--- src/rtl/restoring_division_v2.sv ---
// Sequential restoring divider: one quotient bit per cycle, valid/ready handshakes on both sides.
// Define RESTORING_DIVISION_SIGNED_EN for two's-complement operands (magnitude divide plus sign fix-up).
module restoring_division_v2 #(
    parameter int WIDTH = 16
) (
    input  logic             clk,
    input  logic             reset,
    input  logic [WIDTH-1:0] dividend,
    input  logic [WIDTH-1:0] divisor,
    input  logic             valid_in,
    output logic             ready_in,
    output logic             valid_out,
    input  logic             ready_out,
    output logic [WIDTH-1:0] quotient,
    output logic [WIDTH-1:0] remainder,
    output logic             div_by_zero
);
    localparam int CW = $clog2(WIDTH + 1);
    localparam logic [CW-1:0] LAST = CW'(WIDTH - 1);

    typedef enum logic [1:0] {IDLE, BUSY, DONE} state_t;
    state_t state;

    logic [WIDTH-1:0] acc, q, m;
    logic [CW-1:0]    cnt;
    logic             dz;
    logic [WIDTH:0]   shifted, diff;
    logic [WIDTH-1:0] dvd_mag, dvs_mag, res_q, res_r;

    // acc never exceeds the divisor after a step, so WIDTH bits hold it; the
    // extra bit lives only in the trial subtraction where the sign is decided.
    assign shifted = {acc, q[WIDTH-1]};
    assign diff    = shifted - {1'b0, m};

`ifdef RESTORING_DIVISION_SIGNED_EN
    logic q_neg, r_neg;
    assign dvd_mag = dividend[WIDTH-1] ? -dividend : dividend;
    assign dvs_mag = divisor[WIDTH-1]  ? -divisor  : divisor;
    // Zero-divisor results bypass the sign fix-up: -1 and the raw dividend.
    assign res_q   = (q_neg && !dz) ? -q   : q;
    assign res_r   = (r_neg && !dz) ? -acc : acc;
`else
    assign dvd_mag = dividend;
    assign dvs_mag = divisor;
    assign res_q   = q;
    assign res_r   = acc;
`endif

    always_ff @(posedge clk) begin
        if (!reset) begin
            state       <= IDLE;
            ready_in    <= 1'b1;
            valid_out   <= 1'b0;
            quotient    <= '0;
            remainder   <= '0;
            div_by_zero <= 1'b0;
            cnt         <= '0;
            acc         <= '0;
            q           <= '0;
            m           <= '0;
            dz          <= 1'b0;
`ifdef RESTORING_DIVISION_SIGNED_EN
            q_neg       <= 1'b0;
            r_neg       <= 1'b0;
`endif
        end else begin
            case (state)
                IDLE: begin
                    if (valid_in) begin
                        cnt      <= '0;
                        ready_in <= 1'b0;
                        m        <= dvs_mag;
`ifdef RESTORING_DIVISION_SIGNED_EN
                        q_neg    <= dividend[WIDTH-1] ^ divisor[WIDTH-1];
                        r_neg    <= dividend[WIDTH-1];
`endif
                        if (divisor == '0) begin
                            dz    <= 1'b1;
                            acc   <= dividend;
                            q     <= '1;
                            state <= DONE;
                        end else begin
                            dz    <= 1'b0;
                            acc   <= '0;
                            q     <= dvd_mag;
                            state <= BUSY;
                        end
                    end
                end
                BUSY: begin
                    if (diff[WIDTH]) begin
                        acc <= shifted[WIDTH-1:0];
                        q   <= {q[WIDTH-2:0], 1'b0};
                    end else begin
                        acc <= diff[WIDTH-1:0];
                        q   <= {q[WIDTH-2:0], 1'b1};
                    end
                    cnt <= cnt + 1'b1;
                    if (cnt == LAST)
                        state <= DONE;
                end
                DONE: begin
                    // First DONE cycle publishes the result; valid_out follows one edge later.
                    if (!valid_out) begin
                        valid_out   <= 1'b1;
                        quotient    <= res_q;
                        remainder   <= res_r;
                        div_by_zero <= dz;
                    end else if (ready_out) begin
                        valid_out <= 1'b0;
                        ready_in  <= 1'b1;
                        state     <= IDLE;
                    end
                end
                default: state <= IDLE;
            endcase
        end
    end
endmodule

--- config.mk ---
export PLATFORM = sky130hd
export DESIGN_NAME = restoring_division_v2
export DESIGN_NICKNAME = d
export VERILOG_FILES = /design/src/rtl/restoring_division_v2.sv
export SDC_FILE = /design/constraint.sdc
export NUM_CORES = 1
export LEC_CHECK = 0
export CAP_MARGIN = 0
export CORE_MARGIN = 5
export CORE_UTILIZATION = 49
export DETAILED_ROUTE_END_ITERATION = 8
export PLACE_DENSITY = 0.79
export SYNTH_ARGS = -nofsm -noshare
export SYNTH_HDL_FRONTEND = slang
export SYNTH_SLANG_ARGS = --single-unit
--- constraint.sdc ---
create_clock -name clk -period 2.6 [get_ports clk]
set_clock_uncertainty 0.05 [all_clocks]
set_input_delay 0.52 -clock clk [delete_from_list [all_inputs] [get_ports clk]]
set_output_delay 0.52 -clock clk [all_outputs]
set_load 0.05 [all_outputs]
==> flow_summary.yaml, run 1 <==
run_status:
  status: "finished clean"
global_routing:
  grt_max_degree: 38
  grt_use_total: 0.222
  grt_pass1_wl_mm: 20.7
  grt_pass1_vias: 4271
  antenna_found_initial: 0
  grt_overflow: 0
placed_design:
  numPortBuffers: 70
  post-place-ws_ns: 0.0318
  dp.final_hpwl_mm: 9.62
  place_inst: 807
  place_congestion: 0.892
floorplanning:
  std_cell_rows: 35
  dieArea_um2: 11500
  die_x_um: 107
  die_y_um: 107
  initial_core_util: 0.503
  coreArea_um2: 9240
  pin_count: 71
pwr:
  power.density_nw_per_um2: 771
  power_w: 0.00455
  vdd_ir_drop_max_v: 0.000360
  leakagePower_nw: 2.15
worst_setup_path:
  cp_data_arrival_time_ns: 2.72
  worstPathCellList: "inv_1 -> ha_1 -> fa_2 -> nand2b_4 -> a21o_1 -> a21oi_2 -> o21ai_4 -> xor2_2 -> buf_2 -> a32oi_1 -> o31ai_1"
  cpPeakStageDelay_ns: 0.35
  critPathSlowestCell: "fa_2"
  reg2regPathDepth: 11
  regToRegSetupSlack_ns: 0.07
  reg2reg_to: "acc[11]$_SDFFE_PN0P_"
  crit_path_max_fanout: 6
  crit_path_end_kind: "register"
  r2r_start: "q[15]$_SDFFE_PN0P_"
  start_kind: "register"
  path_class: "reg2reg"
  critical_path_required_ns: 2.80
synthesis:
  synth_area_leaders: "dfxtp_1 39%, nand2_1 12%, a21oi_1 9.0%"
  synth_top_area_frac: 0.392
  ys_types: 58
  synthesis.nets: 672
  avgSynthCellArea_um2: 7.53
  ys.flop_type: "dfxtp_1"
  synth.ff_latch_count: 91
  syn_inst: 617
  mappedNetlistArea_um2: 4650
  yosysSeqAreaShare: 0.392
  synth_async_sr_flop_share: 0
  yosys.area.top_type: "dfxtp_1"
  yosys_warnings: 0
  synth-edff-count: 0
timing:
  slew_viol_final: 0
  rsz0062_at_grt: "false"
  fin_ws_ns: 0.0734
  post-route-period-util: 0.972
  worst_slew_pin_slew_ns: 0.973
  fin_crit_ns: 2.53
  maxSlewHeadroom: 0.351
  setup_viol: 0
  fin_setup_tns_ns: 0
  max_freq_ghz: 0.396
  final-hold-violation-count: 0
  hold_slack_ns: 0.408
clocking:
  cts_root_buffer: "clkbuf_8"
  clock_path_buffers: 2
  htreeDepth: 3
  path_clk_slew_ns: 0.09
  hold_buffers: 0
  numCtsBuffers: 9
  cts_tree: "done"
  cts_sinks: 91
  clk_latency_ns: 0.37
final_layout:
  finalNonFillerCells: 824
  most-common-layout-cells: "145 x nand2_1, 90 x dfxtp_1, 84 x a21oi_1"
  drive_above_1_share: 0.0935
  final_common_cell: "nand2_1"
  finish.net_count: 745
  fill_cells: 821
  insertedDiodeCount: 0
  syn_to_final_growth_pct: 26.9
worst_hold_path:
  worstHoldStart: "remainder[8]$_SDFFE_PN0P_"
  min_to: "remainder[8]$_SDFFE_PN0P_"
  min_path_cells: 2
  hp-class: "reg2reg"
routing:
  via_count: 4646
  wl_per_cell_um: 15.7
  dr.pass1.iters: 5
  drc: 0
  viasPerCell: 5.64
  antenna_left: 0
  drt_iter0_markers: 340
  wl_mm: 13.0
job:
  max-cap-violations: 0
[state kept, by name, summed over array words and instances (netlist names)]
register and count:
remainder 16, m 16, state 2, valid_out 1
ready_in 1, div_by_zero 1, cnt 5, q 16
quotient 16, dz 1, acc 16
[metal layers]
layer | share of wire | vias up | global-route usage
met3 | 0.066 | 25 | 0.0240
met1 | 0.45 | 2153 | 0.313
met4 | 0.019 | 0 | 0.0721
met5 | 0 | - | 0
met2 | 0.46 | 163 | 0.356
li1 | - | 2305 | -
[repair_timing]
item,CTS,global route
setup buffers,0,0
gates resized for setup,0,8
endpoints found under the setup margin,0,16
[cell type report]
type                       instances  area (um2)  area share
timing repair buffer             103         966       0.164
multi-input combinational        464        2630       0.447
clock buffer                      10         138      0.0233
clock inverter                     6        96.3      0.0163
sequential                        91        1820       0.309
tap                              129         161      0.0274
inverter                          21        78.8      0.0134
[worst max-delay path: cells and delay by family (launching register included)]
kind | cells | cell delay, ns
AOI/OAI and AO/OA | 5 | 0.83
adders and majority gates | 2 | 0.56
xor gates and xnor gates | 1 | 0.22
buffers and inverters | 2 | 0.26
and+or+nand+nor | 1 | 0.15
DFF | 1 | 0.34
[synth_stat cells, types with 6 or more instances]
master      n
nor3_1      9
nand3_1    15
o31ai_1     6
ha_1       18
clkbuf_1   35
o21ai_0    34
nor4_1      7
a31oi_1    15
nand2_1   145
nand2b_1    6
inv_1      20
a21oi_1    84
dfxtp_1    91
nor2_1     38
a211oi_1    7
xnor2_1     7
[kinds of logic (layout without fill, tap and decap cells)]
kind of cell    count (synthesis)  after routing  synth area share
simple gates                  245            245             0.231
xor+xnor                       13             13            0.0277
mux                             6              6            0.0132
flops                          91             91             0.392
fa+ha+maj                      19             19            0.0528
buf+inv                        62            140            0.0512
compound gates                181            181             0.232
[through the flow]
step | area (um2) | utilization
final | 5900 | 0.638
after global routing | 5900 | 0.638
after CTS | 5840 | 0.632
after detailed placement | 5610 | 0.607
after global placement | 5610 | 0.607
after floorplan | 4650 | -
[worst max-delay path by stage]
stage | start | to | cells past startpoint
detailed placement | q[15]$_SDFFE_PN0P_ | acc[3]$_SDFFE_PN0P_ | 10
global placement | q[15]$_SDFFE_PN0P_ | acc[15]$_SDFFE_PN0P_ | 11
CTS | q[15]$_SDFFE_PN0P_ | acc[3]$_SDFFE_PN0P_ | 10
global route | q[15]$_SDFFE_PN0P_ | acc[9]$_SDFFE_PN0P_ | 10
floorplan | q[15]$_SDFFE_PN0P_ | acc[15]$_SDFFE_PN0P_ | 11
finish | q[15]$_SDFFE_PN0P_ | acc[11]$_SDFFE_PN0P_ | 11
[power breakdown]
group / total, W / switching [W] / internal [W]
sequential: 0.00160 / 0.000111 / 0.00149
clock: 0.00113 / 0.000551 / 0.000580
combinational: 0.00182 / 0.00102 / 0.000792
(Power assumes the default switching activity.)
==> run 2: changes to the inputs <==
--- a/config.mk
+++ b/config.mk
@@ -8,6 +8,7 @@
 export CAP_MARGIN = 0
 export CORE_MARGIN = 5
 export CORE_UTILIZATION = 49
+export CTS_CLUSTER_SIZE = 28
 export DETAILED_ROUTE_END_ITERATION = 8
 export PLACE_DENSITY = 0.79
 export SYNTH_ARGS = -nofsm -noshare
==> results of run 2 <==
Same layout as run 1: the final DEF is identical, and so are final timing and power.
